`src/rtl/echo_delay_responder_if.sv`:
```
// Handshake bundle between the echo request FIFO, the indication sink, the
// config writer and echo_delay_responder.
interface echo_delay_responder_if #(
   parameter int WIDTH       = 32,
   parameter int DELAY_WIDTH = 8
);
   logic [WIDTH-1:0]       out_first;
   logic                   out_first__RDY;
   logic                   out_deq__RDY;
   logic                   out_deq__ENA;
   logic                   ind_heard__ENA;
   logic [WIDTH-1:0]       ind_heard_v;
   logic                   ind_heard__RDY;
   logic                   cfg_setDelay__ENA;
   logic [DELAY_WIDTH-1:0] cfg_setDelay_v;
   logic                   cfg_setDelay__RDY;

   // Responder side
   modport slave (
      input  out_first, out_first__RDY, out_deq__RDY, ind_heard__RDY,
             cfg_setDelay__ENA, cfg_setDelay_v,
      output out_deq__ENA, ind_heard__ENA, ind_heard_v, cfg_setDelay__RDY
   );

   // Environment side (FIFO, sink, config writer)
   modport master (
      output out_first, out_first__RDY, out_deq__RDY, ind_heard__RDY,
             cfg_setDelay__ENA, cfg_setDelay_v,
      input  out_deq__ENA, ind_heard__ENA, ind_heard_v, cfg_setDelay__RDY
   );
endinterface

```
`src/rtl/echo_delay_responder.sv`:
```
// Dequeues one FIFO word, holds it for a programmable delay, then delivers it
// on the indication method; counts delivered words.
module echo_delay_responder #(
   parameter int WIDTH         = 32,
   parameter int DELAY_WIDTH   = 8,
   parameter int DEFAULT_DELAY = 0,
   parameter int COUNT_WIDTH   = 16
) (
   input  logic                   CLK,
   input  logic                   nRST,
   echo_delay_responder_if.slave  bus,
   output logic [COUNT_WIDTH-1:0] stat_count
);
   localparam logic [1:0] S_IDLE = 2'd0;
   localparam logic [1:0] S_WAIT = 2'd1;
   localparam logic [1:0] S_SEND = 2'd2;

   logic [1:0]             state_q, state_d;
   logic [WIDTH-1:0]       data_q, data_d;
   logic [DELAY_WIDTH-1:0] cnt_q, cnt_d;
   logic [DELAY_WIDTH-1:0] delay_q, delay_d;
   logic [COUNT_WIDTH-1:0] count_q, count_d;
   logic                   deq_fire, ind_fire, cfg_fire;

   // Dequeue is gated by reset so the FIFO never loses a word while held in reset.
   assign deq_fire = nRST && (state_q == S_IDLE) && bus.out_first__RDY && bus.out_deq__RDY;
   assign ind_fire = (state_q == S_SEND) && bus.ind_heard__RDY;
   assign cfg_fire = bus.cfg_setDelay__ENA && bus.cfg_setDelay__RDY;

   assign bus.out_deq__ENA      = deq_fire;
   assign bus.ind_heard__ENA    = ind_fire;
   assign bus.ind_heard_v       = data_q;
   assign bus.cfg_setDelay__RDY = (state_q == S_IDLE);
   assign stat_count            = count_q;

   always_comb begin
      state_d = state_q;
      data_d  = data_q;
      cnt_d   = cnt_q;
      delay_d = delay_q;
      count_d = count_q;
      case (state_q)
         S_IDLE: begin
            if (deq_fire) begin
               data_d  = bus.out_first;
               cnt_d   = delay_q;
               state_d = (delay_q != '0) ? S_WAIT : S_SEND;
            end
         end
         S_WAIT: begin
            cnt_d = cnt_q - DELAY_WIDTH'(1);
            if (cnt_q == DELAY_WIDTH'(1)) state_d = S_SEND;
         end
         S_SEND: begin
            if (ind_fire) begin
               count_d = count_q + COUNT_WIDTH'(1);
               state_d = S_IDLE;
            end
         end
         default: state_d = S_IDLE;
      endcase
      // A write racing a dequeue lands here, after the word already sampled delay_q.
      if (cfg_fire) delay_d = bus.cfg_setDelay_v;
   end

   always_ff @(posedge CLK or negedge nRST) begin
      if (!nRST) begin
         state_q <= S_IDLE;
         data_q  <= '0;
         cnt_q   <= '0;
         delay_q <= DELAY_WIDTH'(DEFAULT_DELAY);
         count_q <= '0;
      end else begin
         state_q <= state_d;
         data_q  <= data_d;
         cnt_q   <= cnt_d;
         delay_q <= delay_d;
         count_q <= count_d;
      end
   end
endmodule

```
`src/flat_wrapper.sv`:
```
// flat-port wrapper written by rule: the top's interface ports become plain ports
module echo_delay_responder_flat 
#(
   parameter int WIDTH         = 32,
   parameter int DELAY_WIDTH   = 8,
   parameter int DEFAULT_DELAY = 0,
   parameter int COUNT_WIDTH   = 16
)
  (CLK, nRST, stat_count, bus_out_first, bus_out_first__RDY, bus_out_deq__RDY, bus_ind_heard__RDY, bus_cfg_setDelay__ENA, bus_cfg_setDelay_v, bus_out_deq__ENA, bus_ind_heard__ENA, bus_ind_heard_v, bus_cfg_setDelay__RDY);
  echo_delay_responder_if #(.WIDTH(WIDTH), .DELAY_WIDTH(DELAY_WIDTH)) bus_i ();
  input  logic CLK;
  input  logic nRST;
  output logic [COUNT_WIDTH-1:0] stat_count;
  input wire logic [$bits(bus_i.out_first)-1:0] bus_out_first;
  input wire logic [$bits(bus_i.out_first__RDY)-1:0] bus_out_first__RDY;
  input wire logic [$bits(bus_i.out_deq__RDY)-1:0] bus_out_deq__RDY;
  input wire logic [$bits(bus_i.ind_heard__RDY)-1:0] bus_ind_heard__RDY;
  input wire logic [$bits(bus_i.cfg_setDelay__ENA)-1:0] bus_cfg_setDelay__ENA;
  input wire logic [$bits(bus_i.cfg_setDelay_v)-1:0] bus_cfg_setDelay_v;
  output wire logic [$bits(bus_i.out_deq__ENA)-1:0] bus_out_deq__ENA;
  output wire logic [$bits(bus_i.ind_heard__ENA)-1:0] bus_ind_heard__ENA;
  output wire logic [$bits(bus_i.ind_heard_v)-1:0] bus_ind_heard_v;
  output wire logic [$bits(bus_i.cfg_setDelay__RDY)-1:0] bus_cfg_setDelay__RDY;
  assign bus_i.out_first = bus_out_first;
  assign bus_i.out_first__RDY = bus_out_first__RDY;
  assign bus_i.out_deq__RDY = bus_out_deq__RDY;
  assign bus_i.ind_heard__RDY = bus_ind_heard__RDY;
  assign bus_i.cfg_setDelay__ENA = bus_cfg_setDelay__ENA;
  assign bus_i.cfg_setDelay_v = bus_cfg_setDelay_v;
  assign bus_out_deq__ENA = bus_i.out_deq__ENA;
  assign bus_ind_heard__ENA = bus_i.ind_heard__ENA;
  assign bus_ind_heard_v = bus_i.ind_heard_v;
  assign bus_cfg_setDelay__RDY = bus_i.cfg_setDelay__RDY;
  echo_delay_responder #(.WIDTH(WIDTH), .DELAY_WIDTH(DELAY_WIDTH), .DEFAULT_DELAY(DEFAULT_DELAY), .COUNT_WIDTH(COUNT_WIDTH)) u_core (.CLK(CLK), .nRST(nRST), .bus(bus_i), .stat_count(stat_count));
endmodule
```
`config.mk`:
```
export PLATFORM = sky130hd
export DESIGN_NAME = echo_delay_responder_flat
export DESIGN_NICKNAME = d
export VERILOG_FILES = /design/src/rtl/echo_delay_responder_if.sv /design/src/rtl/echo_delay_responder.sv /design/src/flat_wrapper.sv
export SDC_FILE = /design/constraint.sdc
export NUM_CORES = 1
export LEC_CHECK = 0
export ABC_AREA = 1
export ABC_CLOCK_PERIOD_IN_PS = 1600
export BUFFER_PORTS_ARGS = -buffer_cell sky130_fd_sc_hd__buf_4
export CELL_PAD_IN_SITES_DETAIL_PLACEMENT = 2
export CELL_PAD_IN_SITES_GLOBAL_PLACEMENT = 2
export CORE_MARGIN = 3
export CORE_UTILIZATION = 28
export DETAILED_ROUTE_END_ITERATION = 10
export GPL_ROUTABILITY_DRIVEN = 0
export PLACE_DENSITY = 0.77
export SLEW_MARGIN = 30
export SYNTH_ARGS = -nofsm -noshare
export SYNTH_HDL_FRONTEND = slang
export SYNTH_SLANG_ARGS = --single-unit
```
`constraint.sdc`:
```
create_clock -name CLK -period 1.6 [get_ports CLK]
set_input_delay 0.24 -clock CLK [delete_from_list [all_inputs] [get_ports CLK]]
set_output_delay 0.24 -clock CLK [all_outputs]
set_load 0.005 [all_outputs]
```
### Yosys cells after proc, flatten, opt, wreduce, memory -nomap -nowiden

Index checks and enable logic that the tools add are counted.

* bits in registers: 66
* bits in latches: 0
* memory bits (writable): 0
* bits in read-only memories: 0
* input bits: 46
* output and inout port bits: 51
* logic and storage cells: 32
* memories kept: 0

* $add $sub $neg: 2
* multiply operators: 0
* divide/modulo/power cells: 0
* magnitude comparators: 0
* equality and inequality tests: 6
* shift operators: 0
* multiplexer cells: 7
* bitwise operators: 0
* reductions and logical operators: 12

Operators by type and width (count)
* $add 16x1->16 const B: 1
* $pmux 8 s2: 1
* $eq 8x1->1 const B: 1
* $mux 2: 4
* $mux 8: 1
* $reduce_bool 8->1: 1
* $sub 8x1->8 const B: 1
* $pmux 2 s3: 1
* $reduce_and 2->1: 3
* $logic_and 1x1->1: 5
* $ne 2x2->1 const B: 2
* $reduce_and 3->1: 1
* $eq 2x1->1 const B: 1
* $eq 2x2->1 const B: 1
* $logic_not 2->1: 1
* $ne 2x1->1 const B: 1
* $reduce_bool 2->1: 1

### Logic depth before layout (Yosys ltp)

Gate-level depths: netlist (run 1).

* depth in word-level cells: 6
* depth in mapped cells: 8
* gate-level depth less buffers: 8

### Worst setup path after synthesis (run 1)

OpenSTA, ideal clock, no wires.

* path type: reg2reg
* start: register u_core.state_q[1]
* end: register u_core.data_q[0] (netlist: u_core.bus.ind_heard_v[0])
* arrival time: 1.128 ns
* required time: 1.484 ns
* setup slack: 0.356 ns
* cell stages (with the launch flop): 9
* path buffers: 2
* clock period less this slack: 1.244 ns
* path through: dfrtp_1 > nor2_2 > inv_2 > nor2_4 > inv_2 > buf_4 > buf_6 > nand2_1 > nand2_1

* longest elaborated chain between the ends: 5

RTL lines
* from (decl): RTL line echo_delay_responder.sv:18 `logic [1:0] state_q, state_d;`
* from (signal assigned): RTL line echo_delay_responder.sv:74 `state_q <= state_d;`
* $logic_not 2->1 *
* via bus_cfg_setDelay__RDY: RTL line flat_wrapper.sv:23 `output wire logic [$bits(bus_i.cfg_setDelay__RDY)-1:0] bus_cfg_setDelay__RDY;`
* $logic_and 1x1->1 (3 in a row): RTL line echo_delay_responder.sv:26 `assign deq_fire = nRST && (state_q == S_IDLE) && bus.out_first__RDY && bus.out_deq__RDY;`
* $reduce_and 2->1 (no line) *
* to (signal assigned): RTL line echo_delay_responder.sv:75 `data_q <= data_d;`
* to (decl): RTL line echo_delay_responder.sv:19 `logic [WIDTH-1:0] data_q, data_d;`

Mark *: on every way through the listed nets, which the timed path passes. The rest lies on a longest branch.
A chain may end at the register's enable or synchronous reset.

### Final worst setup path (run 1)

* start: register u_core.state_q[0]
* end: output port bus_ind_heard__ENA

* longest elaborated chain between the ends: 2

RTL lines
* $eq 2x2->1: RTL line echo_delay_responder.sv:27 `assign ind_fire = (state_q == S_SEND) && bus.ind_heard__RDY;`
* $logic_and 1x1->1: RTL line echo_delay_responder.sv:27
* to (decl): RTL line flat_wrapper.sv:21 `output wire logic [$bits(bus_i.ind_heard__ENA)-1:0] bus_ind_heard__ENA;`

Every way passes these cells.

==> impl_metrics.json, run 1 <==
{
  "power_mw": 6.99,
  "cts_buffer_depth": 2,
  "p_seq_frac": 0.409,
  "root_buffer": "clkbuf_8",
  "hp-class": "in -> async",
  "clkPwrFrac": 0.206,
  "ir_drop_mv": 0.514,
  "syn-instance-count": 368,
  "max_freq_mhz": 643,
  "die_width_um": 110,
  "yosysTopAreaCell": "dfrtp_1",
  "grt_first_pass_wirelength_um": 16900,
  "fin_setup_tns_ns": 0,
  "core_area_sq_um": 10400,
  "clock_latency_ns": 0.34,
  "grt_overflow": 0,
  "antenna_cells": 0,
  "grt_pass1_vias": 3249,
  "layout_min_cycle_time_ns": 1.56,
  "worstPathArrival_ns": 1.32,
  "drive_above_1_share": 0.290,
  "cp.required_ns": 1.36,
  "fillers": 1202,
  "synth_nets": 417,
  "p_comb_frac": 0.385,
  "p_leak_nw": 2.22,
  "wl_per_cell_um": 16.7,
  "antenna_found_initial": 0,
  "drc": 0,
  "synth_area_sq_um": 3030,
  "htree_levels": 3,
  "max_cap_viol_count": 0,
  "ctsHoldBuffers": 0,
  "p_sw_mw": 2.58,
  "routed_wl_um": 10400,
  "synth_area_leaders": "dfrtp_1 54%, nand2_1 20%, nor2_1 4.2%, nand3_1 3.1%, inv_1 2.8%",
  "reg2reg_slack_ns": 0.10,
  "hold_ws_ns": 0.0336,
  "fin_crit_sh": 0.972,
  "syn_avg_cell_area_sq_um": 8.24,
  "final_antenna_net_count": 0,
  "port_buffers": 96,
  "end_kind": "output port",
  "fin_util": 0.405,
  "grt_max_degree": 67,
  "rsz0062_at_grt": "yes",
  "hold_viol_final": 0,
  "clk_pin_slew_ns": 0.07,
  "dr.pass1.iters": 4,
  "ys_ff_latch": 66,
  "worstSetupPathType": "reg -> out",
  "dieArea_sq_um": 12100,
  "finalInstanceArea_sq_um": 4220,
  "cp_max_fo": 9,
  "design.portCount": 97,
  "crit_path_max_incr_delay_ns": 0.42,
  "internal_power_mw": 4.41,
  "drtIter0Drc": 78,
  "reg2reg_from": "u_core.state_q[1]",
  "dpl_cell_area_sq_um": 3940,
  "slew_headroom": 0.574,
  "grtUsageTotal": 0.182,
  "via_per_inst": 4.64,
  "hpwl_um": 7360,
  "fin_skew_ns": 0.00569,
  "yosys.area.top_type_share": 0.545,
  "start_util": 0.291,
  "status": "finished clean",
  "worst_pin_slew_ns": 0.639,
  "power.density_nw_per_um2": 1660,
  "yosysSeqAreaShare": 0.545,
  "r2r-end": "u_core.state_q[1]",
  "nNetsFinal": 530,
  "cp_slowest_cell": "dfrtp_1",
  "r2r_cells": 8,
  "crit_path_cell_trace": "inv_2 > nand3_2 > buf_6 > inv_1 > buf_4",
  "finalMaxSlewViolations": 0,
  "vias": 2886,
  "setup_violations": 0,
  "syn_to_final_growth_pct": 39.1,
  "cts-buffers-inserted": 9,
  "num_rows": 37,
  "start_kind": "register",
  "die_y_um": 110,
  "synthDistinctLibCells": 25,
  "switching_share": 0.369,
  "tritoncts": "done",
  "cts_sinks": 66,
  "yosys_warnings": 0
}
## placed cells by master (no fill, tap or decap)
cell type	instances
a211oi_1	1
a21oi_1	8
buf_12	1
buf_4	108
buf_6	2
bufbuf_16	1
bufinv_16	1
clkbuf_1	1
clkbuf_8	10
clkinv_2	3
clkinv_4	1
dfrtp_1	65
dfrtp_2	1
ha_1	3
inv_1	22
inv_2	5
mux2_2	4
nand2_1	158
nand3_1	18
nand3_2	1
nand3b_1	2
nand4_1	4
nor2_1	34
nor2_2	1
nor2_4	2
nor3_1	4
nor3b_1	1
o211ai_1	1
o21ai_0	8
o21ai_1	2
o22ai_1	2
xnor2_1	4
xor2_1	7
## synthesized netlist by cell type, drive strengths merged
| cell type | number |
|---|---|
| dfrtp | 66 |
| nor3 | 4 |
| mux2 | 4 |
| o211ai | 1 |
| a211oi | 1 |
| inv | 27 |
| nor3b | 1 |
| nand3 | 19 |
| o22ai | 2 |
| xor2 | 7 |
| buf | 10 |
| o21ai | 10 |
| ha | 3 |
| a21oi | 8 |
| xnor2 | 4 |
| nand4 | 4 |
| nand3b | 2 |
| nor2 | 37 |
| nand2 | 158 |
## critical path, delay by kind of cell, from the launching register on
kind                   cells  cell delay (ns)
flip-flops                 1             0.42
AND/OR/NAND/NOR            1             0.10
buffers and inverters      4             0.45
## per-stage QoR
step | std cells | setup slack [ns]
3_5_place_dp | 600 | 0.116
5_1_grt | 622 | -0.0535
2_1_floorplan | 368 | 0.356
4_1_cts | 620 | 0.0110
6_report | 622 | 0.0445
3_3_place_gp | 600 | 0.239
## kinds of logic (layout without fill, tap and decap cells)
family | Yosys count | count (layout) | share of synthesized area
AOI/OAI and AO/OA | 22 | 22 | 0.0388
xor gates and xnor gates | 11 | 11 | 0.0318
adders and majority gates | 3 | 3 | 0.0124
buffers and inverters | 37 | 155 | 0.0586
DFF | 66 | 66 | 0.545
muxes | 4 | 4 | 0.0149
and+or+nand+nor | 225 | 225 | 0.299
## power groups by stage
stage	combinational, mW	sequential, mW	clock (mW)
after floorplan	1.20	2.81	0
after global placement	2.47	2.84	0
after detailed placement	2.61	2.87	0
after CTS	2.70	2.87	1.50
after global routing	3.08	2.98	1.57
final	2.69	2.86	1.44
## state kept, by name, summed over array words and instances, names as in the netlist
name                    count
u_core.bus.ind_heard_v     32
u_core.cnt_q                8
u_core.delay_q              8
u_core.stat_count          16
u_core.state_q              2
## timing repair
item                                    4_1_cts  5_1_grt
buffers inserted                              3        2
gates cloned                                  1        0
endpoints found under the setup margin        2       25
pin swaps                                     1        2
gates resized for setup                       5        0
## how the worst max path moves through the flow
stage,cells after the start,slack (ns),start,end
6_report,5,0.04,u_core.state_q[0],bus_ind_heard__ENA
4_1_cts,5,0.01,u_core.state_q[0],bus_out_deq__ENA
2_1_floorplan,8,0.36,u_core.state_q[1],u_core.bus.ind_heard_v[0]
3_3_place_gp,7,0.24,u_core.state_q[1],u_core.bus.ind_heard_v[8]
3_5_place_dp,5,0.12,u_core.stat_count[2],u_core.stat_count[9]
5_1_grt,5,-0.05,u_core.state_q[0],bus_ind_heard__ENA
## per-layer routing
layer  GRT usage  up-vias  routed length [um]
met3      0.0716       10                 789
met2       0.306       75                5180
li1            -     1372                   -
met5           0        -                   0
met1       0.218     1429                4320
met4      0.0445        0                  99
## cell type report
type                            instances  area [sq um]  area share
Clock buffer                           11           141      0.0335
Clock inverter                          5          53.8      0.0128
Inverter                               27           101      0.0240
Multi-Input combinational cell        265          1210       0.288
Sequential cell                        66          1650       0.392
Tap cell                              136           170      0.0403
Timing Repair Buffer                  112           886       0.210
Power figures use the tool's default switching activity.
==> run 2: changes to the inputs <==
CTS_CLUSTER_DIAMETER = 200   (was not set)
PLACE_DENSITY = not set   (was 0.77)
PLACE_DENSITY_LB_ADDON = 0.1   (was not set)
==> run 2 against run 1 <==
  * Hold slack got worse by 0.020 ns
  * Combinational power about the same
  * Highest routed layer unchanged
  * Die area stayed put
==> impl_metrics.json, run 2 (synthesized netlist as in run 1, its figures left out) <==
{
  "status": "finished clean",
  "wl_met1_um": 4330,
  "worstSetupPathType": "reg -> out",
  "worstPathArrival_ns": 1.30,
  "port_buffers": 96,
  "routed_wl_um": 9770,
  "die_width_um": 110,
  "tritoncts": "done",
  "met2_length_um": 4590,
  "rsz0062_at_grt": "yes",
  "grt_max_degree": 67,
  "critPathLaunch": "u_core.state_q[1]",
  "cts_sinks": 66,
  "final_cell_mix": "158 x nand2_1, 106 x buf_4, 65 x dfrtp_1, 34 x nor2_1, 21 x inv_1",
  "p_leak_nw": 2.21,
  "antenna_found_initial": 0,
  "r2r_cells": 9,
  "design.portCount": 97,
  "cp_max_fo": 4,
  "htree_levels": 3,
  "dieArea_sq_um": 12100,
  "end_kind": "output port",
  "via_per_inst": 4.54,
  "grt_pass1_vias": 3111,
  "worst_pin_slew_ns": 0.650,
  "final_antenna_net_count": 0,
  "grt_first_pass_wirelength_um": 15700,
  "finalMaxSlewViolations": 0,
  "fin_skew_ns": 0.00513,
  "drive_above_1_share": 0.294,
  "start_kind": "register",
  "met3_length_um": 730,
  "power_mw": 6.98,
  "clock_latency_ns": 0.35,
  "fin_util": 0.407,
  "clk_pin_slew_ns": 0.08,
  "fin_setup_tns_ns": 0,
  "r2r-end": "u_core.cnt_q[3]",
  "wl_per_cell_um": 15.7,
  "core_area_sq_um": 10400,
  "ir_drop_mv": 0.490,
  "drc": 0,
  "largest_reg_flops": 32,
  "cts-buffers-inserted": 9,
  "antenna_cells": 0,
  "max_freq_mhz": 650,
  "reg2reg_from": "u_core.state_q[1]",
  "root_buffer": "clkbuf_8",
  "die_y_um": 110,
  "slew_headroom": 0.567,
  "layout_setup_ws_ns": 0.0624,
  "cp.required_ns": 1.36,
  "finalInstanceArea_sq_um": 4240,
  "num_rows": 37,
  "reg2reg_slack_ns": 0.14,
  "cts_buffer_depth": 2,
  "highest_layer": "met4",
  "drtIter0Drc": 88,
  "dr.pass1.iters": 4,
  "max_cap_viol_count": 0,
  "hpwl_um": 6930,
  "hold_viol_final": 0,
  "layout_min_cycle_time_ns": 1.54,
  "power.density_nw_per_um2": 1650,
  "vias": 2822,
  "final_common_cell": "nand2_1",
  "fin_crit_sh": 0.961,
  "start_util": 0.291,
  "layout.cells.non_filler": 622,
  "hold_ws_ns": 0.0140,
  "dp.cells": 599,
  "pre_cts_slack_ns": 0.142,
  "regArea_sq_um": 1650,
  "setup_violations": 0,
  "hp-class": "in -> async",
  "fillers": 1203,
  "grt_overflow": 0,
  "syn_to_final_growth_pct": 39.7,
  "nNetsFinal": 530,
  "multi_input_area_sq_um": 1230,
  "dpl_cell_area_sq_um": 3930,
  "grtUsageTotal": 0.171
}
-- run 2: cell count changes in the layout (fill, tap and decap cells not counted), sizes merged --
cell and delta:
clkinvlp +4, clkbuf -2, clkinv -2
-- run 2: critical path: stages, from the launching register on --
cell     delay, ns
dfrtp_2       0.46
nor2_4        0.11
inv_2         0.06
nor2_4        0.11
buf_12        0.12
buf_6         0.08
-- run 2: report_power, final --
group	internal [mW]	switching, mW	leakage (nW)
logic	1.32	1.35	1.30
registers	2.36	0.514	0.824
clock network	0.713	0.720	0.0873
total	4.40	2.59	2.21
-- run 2: cell type report --
| type | instances | area share |
|---|---|---|
| inverter | 27 | 0.0239 |
| multi-input combinational | 265 | 0.289 |
| clock buffer | 9 | 0.0292 |
| clock inverter | 7 | 0.0165 |
| tap | 136 | 0.0402 |
| timing repair buffer | 112 | 0.211 |
| sequential | 66 | 0.390 |
-- run 2: worst max-delay path by stage --
stage / end / cells after the start
floorplan: u_core.bus.ind_heard_v[0] / 8
global placement: u_core.stat_count[9] / 6
detailed placement: u_core.bus.ind_heard_v[8] / 7
CTS: bus_ind_heard__ENA / 5
global route: bus_out_deq__ENA / 5
finish: bus_out_deq__ENA / 5
-- run 2: timing repair --
item	CTS	global route
endpoints found under the setup margin	2	34
hold buffers	0	0
buffers inserted	4	2
gates resized for setup	6	4
cloned	1	0
pin swaps	2	2
-- run 2: routing by layer --
metal / global-route usage / vias up
li1: - / 1374
met1: 0.209 / 1375
met2: 0.279 / 64
met3: 0.0670 / 9
met4: 0.0534 / 0
met5: 0 / -
